### config.mk
export PLATFORM = sky130hd
export DESIGN_NAME = score_tracker_flat
export DESIGN_NICKNAME = d
export VERILOG_FILES = /design/src/rtl/score_tracker_if.sv /design/src/rtl/score_tracker.sv /design/src/flat_wrapper.sv
export SDC_FILE = /design/constraint.sdc
export NUM_CORES = 1
export LEC_CHECK = 0
export ABC_CLOCK_PERIOD_IN_PS = 12780
export CAP_MARGIN = 20
export CORE_ASPECT_RATIO = 2
export CORE_MARGIN = 2
export CORE_UTILIZATION = 61
export CTS_BUF_LIST = sky130_fd_sc_hd__clkbuf_4 sky130_fd_sc_hd__clkbuf_8
export DETAILED_ROUTE_END_ITERATION = 7
export PLACE_DENSITY = 0.86
export SYNTH_ARGS = -nofsm -noshare
export SYNTH_HDL_FRONTEND = slang
export SYNTH_SLANG_ARGS = --single-unit
### constraint.sdc
create_clock -name clk -period 12.78 [get_ports clk]
set_input_delay 1.917 -clock clk [delete_from_list [all_inputs] [get_ports clk]]
set_output_delay 1.917 -clock clk [all_outputs]
set_load 0.01 [all_outputs]
### src/rtl/score_tracker_if.sv
// Bundle of game-event inputs and score/status outputs shared by the hit-judgement
// logic (master) and score_tracker (slave).
interface score_tracker_if #(
    parameter int SCORE_W   = 14,
    parameter int COMBO_W   = 14,
    parameter int MAX_LIVES = 3
);
    localparam int LIFE_W = $clog2(MAX_LIVES + 1);

    // No valid/ready pair: event lines are levels whose rising edges count as one event each;
    // clear/enable are synchronous to clk and the status outputs are always valid.
    logic               clear;
    logic               enable;
    logic               hit_perfect;
    logic               hit_good;
    logic               miss;
    logic [SCORE_W-1:0] score;
    logic [COMBO_W-1:0] combo;
    logic [COMBO_W-1:0] max_combo;
    logic [3:0]         multiplier;
    logic [COMBO_W-1:0] misses;
    logic [LIFE_W-1:0]  lives;
    logic               game_over;
    logic [SCORE_W-1:0] high_score;
    logic               new_high;

    modport master (
        output clear, enable, hit_perfect, hit_good, miss,
        input  score, combo, max_combo, multiplier, misses, lives, game_over, high_score, new_high
    );

    modport slave (
        input  clear, enable, hit_perfect, hit_good, miss,
        output score, combo, max_combo, multiplier, misses, lives, game_over, high_score, new_high
    );
endinterface

### src/rtl/score_tracker.sv
// Rhythm-game scoring engine: synchronises hit/miss levels into one-cycle events and keeps
// score, combo multiplier, lives, max combo and a cross-game high score, all saturating.
module score_tracker #(
    parameter int SCORE_W     = 14,
    parameter int COMBO_W     = 14,
    parameter int MAX_LIVES   = 3,
    parameter int PERFECT_PTS = 3,
    parameter int GOOD_PTS    = 1,
    parameter int T2          = 4,
    parameter int T4          = 10,
    parameter int T8          = 15
) (
    input  logic           clk,
    input  logic           rst_n,
    score_tracker_if.slave bus
);
    localparam int LIFE_W = $clog2(MAX_LIVES + 1);
    // Wide enough for score plus the largest base*8 product without overflow.
    localparam int PW     = SCORE_W + 16;

    localparam logic [SCORE_W-1:0] SCORE_MAX = '1;
    localparam logic [COMBO_W-1:0] COMBO_MAX = '1;
    localparam logic [LIFE_W-1:0]  LIVES_INI = LIFE_W'(MAX_LIVES);

    // Bit order in the event vectors: [2]=miss, [1]=hit_perfect, [0]=hit_good.
    logic [2:0] raw_in;
    logic [2:0] sync1_q, sync2_q, prev_q;
    logic [2:0] pulse;

    logic [SCORE_W-1:0] score_q, score_d;
    logic [SCORE_W-1:0] high_score_q, high_score_d;
    logic [SCORE_W-1:0] hs_base_q, hs_base_d;
    logic [COMBO_W-1:0] combo_q, combo_d;
    logic [COMBO_W-1:0] max_combo_q, max_combo_d;
    logic [COMBO_W-1:0] misses_q, misses_d;
    logic [3:0]         mult_q, mult_d;
    logic [LIFE_W-1:0]  lives_q, lives_d;
    logic               game_over_q, game_over_d;
    logic               new_high_q, new_high_d;

    logic               accept;
    logic               is_miss, is_perf, is_good;
    logic [PW-1:0]      base;
    logic [PW-1:0]      sum;
    logic [COMBO_W-1:0] combo_inc;

    function automatic logic [3:0] mult_of(input logic [COMBO_W-1:0] c);
        logic [31:0] cw;
        cw = 32'(c);
        if (cw >= 32'(T8))      return 4'd8;
        else if (cw >= 32'(T4)) return 4'd4;
        else if (cw >= 32'(T2)) return 4'd2;
        else                    return 4'd1;
    endfunction

    assign raw_in = {bus.miss, bus.hit_perfect, bus.hit_good};
    assign pulse  = sync2_q & ~prev_q;

    always_ff @(posedge clk or negedge rst_n) begin
        if (!rst_n) begin
            sync1_q <= '0;
            sync2_q <= '0;
            prev_q  <= '0;
        end else begin
            sync1_q <= raw_in;
            sync2_q <= sync1_q;
            prev_q  <= sync2_q;
        end
    end

    always_comb begin
        accept  = bus.enable && !game_over_q && !bus.clear;
        is_miss = accept && pulse[2];
        is_perf = accept && pulse[1] && !pulse[2];
        is_good = accept && pulse[0] && !pulse[2] && !pulse[1];
    end

    always_comb begin
        base      = is_perf ? PW'(PERFECT_PTS) : PW'(GOOD_PTS);
        sum       = PW'(score_q) + base * PW'(mult_of(combo_q));
        combo_inc = (combo_q == COMBO_MAX) ? combo_q : combo_q + 1'b1;
    end

    always_comb begin
        score_d      = score_q;
        high_score_d = high_score_q;
        hs_base_d    = hs_base_q;
        combo_d      = combo_q;
        max_combo_d  = max_combo_q;
        misses_d     = misses_q;
        mult_d       = mult_q;
        lives_d      = lives_q;
        game_over_d  = game_over_q;
        new_high_d   = new_high_q;

        if (bus.clear) begin
            score_d     = '0;
            combo_d     = '0;
            max_combo_d = '0;
            misses_d    = '0;
            mult_d      = 4'd1;
            lives_d     = LIVES_INI;
            game_over_d = 1'b0;
            new_high_d  = 1'b0;
            // The new game must beat whatever the record is right now.
            hs_base_d   = high_score_q;
        end else begin
            if (is_miss) begin
                combo_d  = '0;
                mult_d   = 4'd1;
                misses_d = (misses_q == COMBO_MAX) ? misses_q : misses_q + 1'b1;
                if (lives_q != '0) begin
                    lives_d = lives_q - 1'b1;
                end
                if (lives_q == LIFE_W'(1)) begin
                    game_over_d = 1'b1;
                end
            end else if (is_perf || is_good) begin
                score_d     = (sum > PW'(SCORE_MAX)) ? SCORE_MAX : sum[SCORE_W-1:0];
                combo_d     = combo_inc;
                max_combo_d = (combo_inc > max_combo_q) ? combo_inc : max_combo_q;
                mult_d      = mult_of(combo_inc);
            end

            if (score_d > high_score_q) begin
                high_score_d = score_d;
            end
            if (score_d > hs_base_q) begin
                new_high_d = 1'b1;
            end
        end
    end

    always_ff @(posedge clk or negedge rst_n) begin
        if (!rst_n) begin
            score_q      <= '0;
            high_score_q <= '0;
            hs_base_q    <= '0;
            combo_q      <= '0;
            max_combo_q  <= '0;
            misses_q     <= '0;
            mult_q       <= 4'd1;
            lives_q      <= LIVES_INI;
            game_over_q  <= 1'b0;
            new_high_q   <= 1'b0;
        end else begin
            score_q      <= score_d;
            high_score_q <= high_score_d;
            hs_base_q    <= hs_base_d;
            combo_q      <= combo_d;
            max_combo_q  <= max_combo_d;
            misses_q     <= misses_d;
            mult_q       <= mult_d;
            lives_q      <= lives_d;
            game_over_q  <= game_over_d;
            new_high_q   <= new_high_d;
        end
    end

    assign bus.score      = score_q;
    assign bus.combo      = combo_q;
    assign bus.max_combo  = max_combo_q;
    assign bus.multiplier = mult_q;
    assign bus.misses     = misses_q;
    assign bus.lives      = lives_q;
    assign bus.game_over  = game_over_q;
    assign bus.high_score = high_score_q;
    assign bus.new_high   = new_high_q;
endmodule

### src/flat_wrapper.sv
// flat-port wrapper written by rule: the top's interface ports become plain ports
module score_tracker_flat 
#(
    parameter int SCORE_W     = 14,
    parameter int COMBO_W     = 14,
    parameter int MAX_LIVES   = 3,
    parameter int PERFECT_PTS = 3,
    parameter int GOOD_PTS    = 1,
    parameter int T2          = 4,
    parameter int T4          = 10,
    parameter int T8          = 15
)
  (clk, rst_n, bus_clear, bus_enable, bus_hit_perfect, bus_hit_good, bus_miss, bus_score, bus_combo, bus_max_combo, bus_multiplier, bus_misses, bus_lives, bus_game_over, bus_high_score, bus_new_high);
  score_tracker_if #(.SCORE_W(SCORE_W), .COMBO_W(COMBO_W), .MAX_LIVES(MAX_LIVES)) bus_i ();
  input  logic clk;
  input  logic rst_n;
  input wire logic [$bits(bus_i.clear)-1:0] bus_clear;
  input wire logic [$bits(bus_i.enable)-1:0] bus_enable;
  input wire logic [$bits(bus_i.hit_perfect)-1:0] bus_hit_perfect;
  input wire logic [$bits(bus_i.hit_good)-1:0] bus_hit_good;
  input wire logic [$bits(bus_i.miss)-1:0] bus_miss;
  output wire logic [$bits(bus_i.score)-1:0] bus_score;
  output wire logic [$bits(bus_i.combo)-1:0] bus_combo;
  output wire logic [$bits(bus_i.max_combo)-1:0] bus_max_combo;
  output wire logic [$bits(bus_i.multiplier)-1:0] bus_multiplier;
  output wire logic [$bits(bus_i.misses)-1:0] bus_misses;
  output wire logic [$bits(bus_i.lives)-1:0] bus_lives;
  output wire logic [$bits(bus_i.game_over)-1:0] bus_game_over;
  output wire logic [$bits(bus_i.high_score)-1:0] bus_high_score;
  output wire logic [$bits(bus_i.new_high)-1:0] bus_new_high;
  assign bus_i.clear = bus_clear;
  assign bus_i.enable = bus_enable;
  assign bus_i.hit_perfect = bus_hit_perfect;
  assign bus_i.hit_good = bus_hit_good;
  assign bus_i.miss = bus_miss;
  assign bus_score = bus_i.score;
  assign bus_combo = bus_i.combo;
  assign bus_max_combo = bus_i.max_combo;
  assign bus_multiplier = bus_i.multiplier;
  assign bus_misses = bus_i.misses;
  assign bus_lives = bus_i.lives;
  assign bus_game_over = bus_i.game_over;
  assign bus_high_score = bus_i.high_score;
  assign bus_new_high = bus_i.new_high;
  score_tracker #(.SCORE_W(SCORE_W), .COMBO_W(COMBO_W), .MAX_LIVES(MAX_LIVES), .PERFECT_PTS(PERFECT_PTS), .GOOD_PTS(GOOD_PTS), .T2(T2), .T4(T4), .T8(T8)) u_core (.clk(clk), .rst_n(rst_n), .bus(bus_i));
endmodule
==> flow_metrics.tcl, run 1 <==
set metrics [dict create \
    drc 0 \
    dr.pass1.iters 4 \
    die_w_um 74.46 \
    core.rowCount 51 \
    synthCells 634 \
    yosys.cell_count.top_type "dfrtp_1" \
    ys_seq_elements 101 \
    cap_violations 0 \
    n_fill_cell 767 \
    drive_gt1_share_pct 8.567 \
    vias 5046 \
    finalCriticalPeriod_ns 7.046 \
    port_buffers 84 \
    cts_tree "done" \
    grt_max_degree 77 \
    postSynthNetCount 699 \
    grt_pass1_vias 5369 \
    slew_violations 0 \
    synthArstFlopShare_pct 100.0 \
    die_area_mm2 0.01079 \
    powerDensity_mw_per_mm2 83.65 \
    max_slew_margin_pct 28.83 \
    hold_buffers 0 \
    clk_latency_ns 0.37 \
    antenna_cells 0 \
    ir_worst_vdd_mv 0.07422 \
    initial_core_util_pct 62.45 \
    syn_area_mm2 0.006057 \
    io_pins 85 \
    synthFlopType "dfrtp_1" \
    yosysTopAreaCellShare_pct 40.49 \
    initialDrtViolationCount 319 \
    setup_tns_ns 0 \
    synth_area_leader_cell "dfrtp_1" \
    clkTransAtPathRegs_ns 0.10 \
    synthTopCellsByCount "98 x dfrtp_1, 74 x nand2_1, 55 x inv_1" \
    fmaxAchievable_mhz 141.9 \
    grt_antenna_before_repair 0 \
    synthTopCellsByArea "dfrtp_1 40%, ha_1 11%, nand2_1 4.6%" \
    setup_violations 0 \
    arrival_ns 7.29 \
    worst_pin_slew_ns 1.064 \
    cts-htree-levels 3 \
    numCtsBuffers 9 \
    hold_class "reg -> reg" \
    cp.required_ns 13.03 \
    holdWs_ns 0.3557 \
    rsz0062_at_grt "false" \
    wl_um 15430 \
    clock_sinks 101 \
    synth_warnings 0 \
    leakage_nw 3.304 \
    detail_route.wl_per_cell_um 18.28 \
    gp_congestion 0.9538 \
    period_share_pct 55.13 \
    critPathMaxFanout 14 \
    outcome "finished clean" \
    critPathCaptureType "flop" \
    crit_type "in -> reg" \
    avgSynthCellArea_um2 9.554 \
    ys_types 66 \
    post_cts_buffers 0 \
    dp_slack_ns 5.219 \
    setup_slack_ns 5.734 \
    seq_area_frac_synth_pct 41.79 \
    grt_pass1_wl_um 25330 \
    vias_per_cell 5.979 \
    antenna_left 0 \
    die_height_um 144.9 \
    finalNetCount 773 \
    synth_edf_count 0 \
    crit_path_start_kind "primary input" \
    area_growth_pct 18.10 \
    dpl.hpwl_um 11800 \
    cts-resized-gates 0 \
    cts_max_path_buffers 2 \
    core-area_mm2 0.009699 \
    grt_use_total_pct 30.49 \
    root_buffer "clkbuf_8" \
    overflow 0 \
    finalClockSkew_ns 0.01167 \
    hold_violations 0 \
]
-- sequential cells by signal, indices dropped and copies added, names as in the netlist, 2 cells and up --
register / count
u_core.sync2_q: 3
u_core.bus.max_combo: 14
u_core.bus.multiplier: 4
u_core.bus.high_score: 14
u_core.hs_base_q: 14
u_core.bus.score: 14
u_core.sync1_q: 3
u_core.bus.lives: 2
u_core.bus.combo: 14
u_core.prev_q: 3
u_core.bus.misses: 14
-- placed cells by master, fill, tap and decap left out, drive strengths merged, types with 4 or more instances in the layout --
master and count:
nor3 12, a21o 9, o211ai 4, nor4 8
nand2 74, mux2 22, a21oi 28, and2 9
ha 54, buf 6, dfrtp 98, o21a 6
a22o 10, o31ai 12, and3 9, nor2 35
a31oi 5, or3 7, nor2b 10, xnor2 11
clkdlybuf4s50 82, clkbuf 10, fa 4, nand3 23
o21ai 43, inv 56, nand4 14, xor2 12
-- worst max-delay path: stages --
cell,delay (ns)
clkdlybuf4s50_1,0.47
nor3b_2,0.33
nand3_1,0.21
nor4_1,0.26
fa_1,0.48
ha_1,0.25
fa_1,0.41
a21o_1,0.19
a21o_1,0.19
a21oi_1,0.22
or3_1,0.21
xor2_1,0.22
nand2_1,0.13
ha_1,0.32
nand2_1,0.06
or2_2,0.30
a21oi_1,0.12
o21a_1,0.58
mux2_2,0.42
-- logic make-up (layout without fill, tap and decap cells) --
group | after synthesis | in the layout | share of synthesized area, %
DFF | 101 | 101 | 41.79
and+or+nand+nor | 211 | 211 | 17.83
buffers and inverters | 80 | 158 | 5.350
muxes | 25 | 25 | 4.648
adders and majority gates | 58 | 58 | 12.48
AOI/OAI and AO/OA | 136 | 136 | 14.58
xor gates and xnor gates | 23 | 23 | 3.326
-- per-layer routing --
layer	vias up	GRT usage, %	routed length (um)
met5	-	0	0
met1	2444	31.65	5303
met3	59	3.958	540
met2	168	54.34	8608
met4	0	19.38	973
li1	2375	-	-
-- where the power goes --
group          switching [mW]  internal, mW
combinational          0.0444        0.0340
sequential            0.00731         0.327
clock                   0.110        0.0755
-- stage by stage --
| stage | instance area (um^2) | cells | total power, mW | utilization, % |
|---|---|---|---|---|
| after global placement | 6960 | 828 | 0.4145 | 71.76 |
| after detailed placement | 6960 | 828 | 0.4175 | 71.76 |
| after CTS | 7133 | 843 | 0.6012 | 73.54 |
| after global routing | 7153 | 844 | 0.6230 | 73.75 |
| after floorplan | 6057 | 634 | 0.3859 | - |
| final | 7153 | 844 | 0.5984 | 73.75 |
-- area by class of cell --
class	instances	area (um^2)	area share [%]
repair buffers	88	875.8	12.24
clock inverters	5	35.03	0.4898
well taps	132	165.2	2.309
multi-input cells	453	3202	44.76
inverters	55	206.4	2.886
flip-flops and latches	101	2531	35.39
clock buffers	10	137.6	1.924
-- path summary, 6_finish.rpt --
check,cells past startpoint,from,slack [ns],to
worst max register to register,18,u_core.bus.combo[7],7.02,u_core.bus.high_score[1]
max in group asynchronous,2,rst_n,10.06,u_core.bus.score[13]
worst min register to register,0,u_core.sync1_q[1],0.36,u_core.sync2_q[1]
min in group asynchronous,1,rst_n,1.44,u_core.bus.max_combo[6]
worst max-delay path,19,bus_enable,5.73,u_core.bus.high_score[1]
worst min-delay path,0,u_core.sync1_q[1],0.36,u_core.sync2_q[1]
(Power assumes the default switching activity.)
==> inputs of run 2 (changes only) <==
Settings changed: ABC_CLOCK_PERIOD_IN_PS 12780 to 7100, CORE_UTILIZATION 61 to 57, PLACE_DENSITY 0.86 to 0.81.
Clock period 12.78 ns to 7.1 ns, I/O delays scaled along.
==> run 2 against run 1 <==
  * Non-clock buffer count up 2
  * Clock skew rose by 0.0012 ns
  * Die area increased by 6.7%
  * Register-to-register slack got worse by 5.7 ns
  * Core utilization decreased by 4.4 points
  * Worst hold slack better by 0.0069 ns
  * Combinational power grew 79%
  * Cell area is 0.89% higher
  * Via count increased by 1.5%
==> flow_metrics.tcl, run 2 (synthesis results as in run 1) <==
set metrics [dict create \
    detail_route.wl_per_cell_um 18.06 \
    grt_pass1_wl_um 24660 \
    crit_type "in -> reg" \
    critPathCaptureType "flop" \
    dpl.hpwl_um 11450 \
    startpoint "bus_enable" \
    clock_sinks 101 \
    gp_congestion 0.9417 \
    r2r-start "u_core.bus.combo[7]" \
    fmaxAchievable_mhz 158.9 \
    vias 5120 \
    io_pins 85 \
    critPathCapture "u_core.bus.high_score[4]" \
    clkTransAtPathRegs_ns 0.11 \
    dp_slack_ns 0.4773 \
    finalCriticalPeriod_ns 6.293 \
    setup_violations 0 \
    core.rowCount 53 \
    grt_max_degree 81 \
    wl_um 15390 \
    leakage_nw 3.334 \
    vias_per_cell 6.009 \
    numCtsBuffers 9 \
    antenna_cells 0 \
    total_power_mw 1.119 \
    r2r_cells 18 \
    r2r-end "u_core.bus.high_score[4]" \
    dr.pass1.iters 5 \
    die_height_um 149.8 \
    ir_worst_vdd_mv 0.1487 \
    core-area_mm2 0.01041 \
    mostFrequentLayoutCells "98 x dfrtp_1, 82 x clkdlybuf4s50_1, 74 x nand2_1" \
    cts_tree "done" \
    die_w_um 76.89 \
    layout_commonest_cell "dfrtp_1" \
    rsz0062_at_grt "false" \
    crit_path_start_kind "primary input" \
    hold_buffers 0 \
    cts_max_path_buffers 2 \
    drive_gt1_share_pct 8.951 \
    root_buffer "clkbuf_8" \
    n_fill_cell 837 \
    initial_core_util_pct 58.18 \
    post_cts_buffers 0 \
    outcome "finished clean" \
    arrival_ns 6.57 \
    die_area_mm2 0.01152 \
    r2r_setup_slack_ns 1.31 \
    grt_antenna_before_repair 0 \
    period_share_pct 88.63 \
    antenna_left 0 \
    max_slew_margin_pct 35.07 \
    hold_class "reg -> reg" \
    powerDensity_mw_per_mm2 155.0 \
    worst_pin_slew_ns 0.9740 \
    setup_tns_ns 0 \
    overflow 0 \
    finalNetCount 775 \
    cts-resized-gates 0 \
    slew_violations 0 \
    finalClockSkew_ns 0.01289 \
    critPathMaxFanout 14 \
    grt_pass1_vias 5268 \
    cp.required_ns 7.38 \
    initialDrtViolationCount 217 \
    area_growth_pct 19.15 \
    clk_latency_ns 0.39 \
    port_buffers 84 \
    setup_slack_ns 0.8072 \
    drc 0 \
    grt_use_total_pct 27.23 \
    hold_violations 0 \
    cts-htree-levels 3 \
    cap_violations 0 \
]
run 2: cell types whose count changed in the layout (fill, tap and decap cells not counted):
cell        before  now
inv_8            0    3
buf_4            4    6
clkinv_2         2    0
clkinv_8         0    2
buf_12           1    0
buf_16           0    1
clkbuf_8        10    9
clkinvlp_4       1    0
run 2: worst min path at each step:
stage	start	endpoint	slack, ns	cells past startpoint
final	u_core.sync1_q[0]	u_core.sync2_q[0]	0.36	0
after floorplan	u_core.sync1_q[0]	u_core.sync2_q[0]	0.33	0
after detailed placement	u_core.sync1_q[0]	u_core.sync2_q[0]	0.34	0
after global placement	u_core.sync1_q[2]	u_core.sync2_q[2]	0.34	0
after global routing	u_core.sync1_q[0]	u_core.sync2_q[0]	0.38	0
after CTS	u_core.sync1_q[0]	u_core.sync2_q[0]	0.37	0
run 2: layer usage:
metal | track usage (%) | wire, um | part of all wire, %
met1 | 27.22 | 5393 | 35
met2 | 51.10 | 8483 | 55
met3 | 3.498 | 573 | 3.7
met4 | 19.00 | 941 | 6.1
met5 | 0 | 0 | 0
run 2: final cells by class:
type	count	area, um^2	area share [%]
clock buffers	9	123.9	1.716
well taps	137	171.4	2.375
inverters	55	206.4	2.861
flip-flops and latches	101	2531	35.07
clock inverters	7	83.83	1.162
repair buffers	90	898.4	12.45
multi-input cells	453	3202	44.37
run 2: power breakdown:
group	internal (mW)	leakage, nW	switching, mW
registers	0.589	1.38	0.0142
clock network	0.143	0.105	0.233
logic	0.0622	1.85	0.0776
run 2: metrics by stage:
| stage | area, um^2 | hold WS, ns | std cells | utilization, % |
|---|---|---|---|---|
| 3_3_place_gp | 6974 | 0.3360 | 834 | 66.99 |
| 6_report | 7217 | 0.3627 | 852 | 69.32 |
| 4_1_cts | 7182 | 0.3653 | 850 | 68.98 |
| 3_5_place_dp | 6974 | 0.3372 | 834 | 66.99 |
| 5_1_grt | 7217 | 0.3819 | 852 | 69.32 |
| 2_1_floorplan | 6057 | 0.3312 | 634 | - |
run 2: critical path, stage by stage:
cell	delay, ns
clkdlybuf4s50_1	0.47
nor3b_2	0.32
nand3_1	0.28
nor4_1	0.34
fa_1	0.49
ha_1	0.25
fa_1	0.41
a21o_1	0.19
a21o_1	0.19
a21oi_1	0.20
or3_1	0.19
xor2_1	0.20
nand2_1	0.13
ha_1	0.33
nand2_1	0.06
or2_2	0.31
a21oi_1	0.13
o21a_1	0.58
mux2_2	0.42
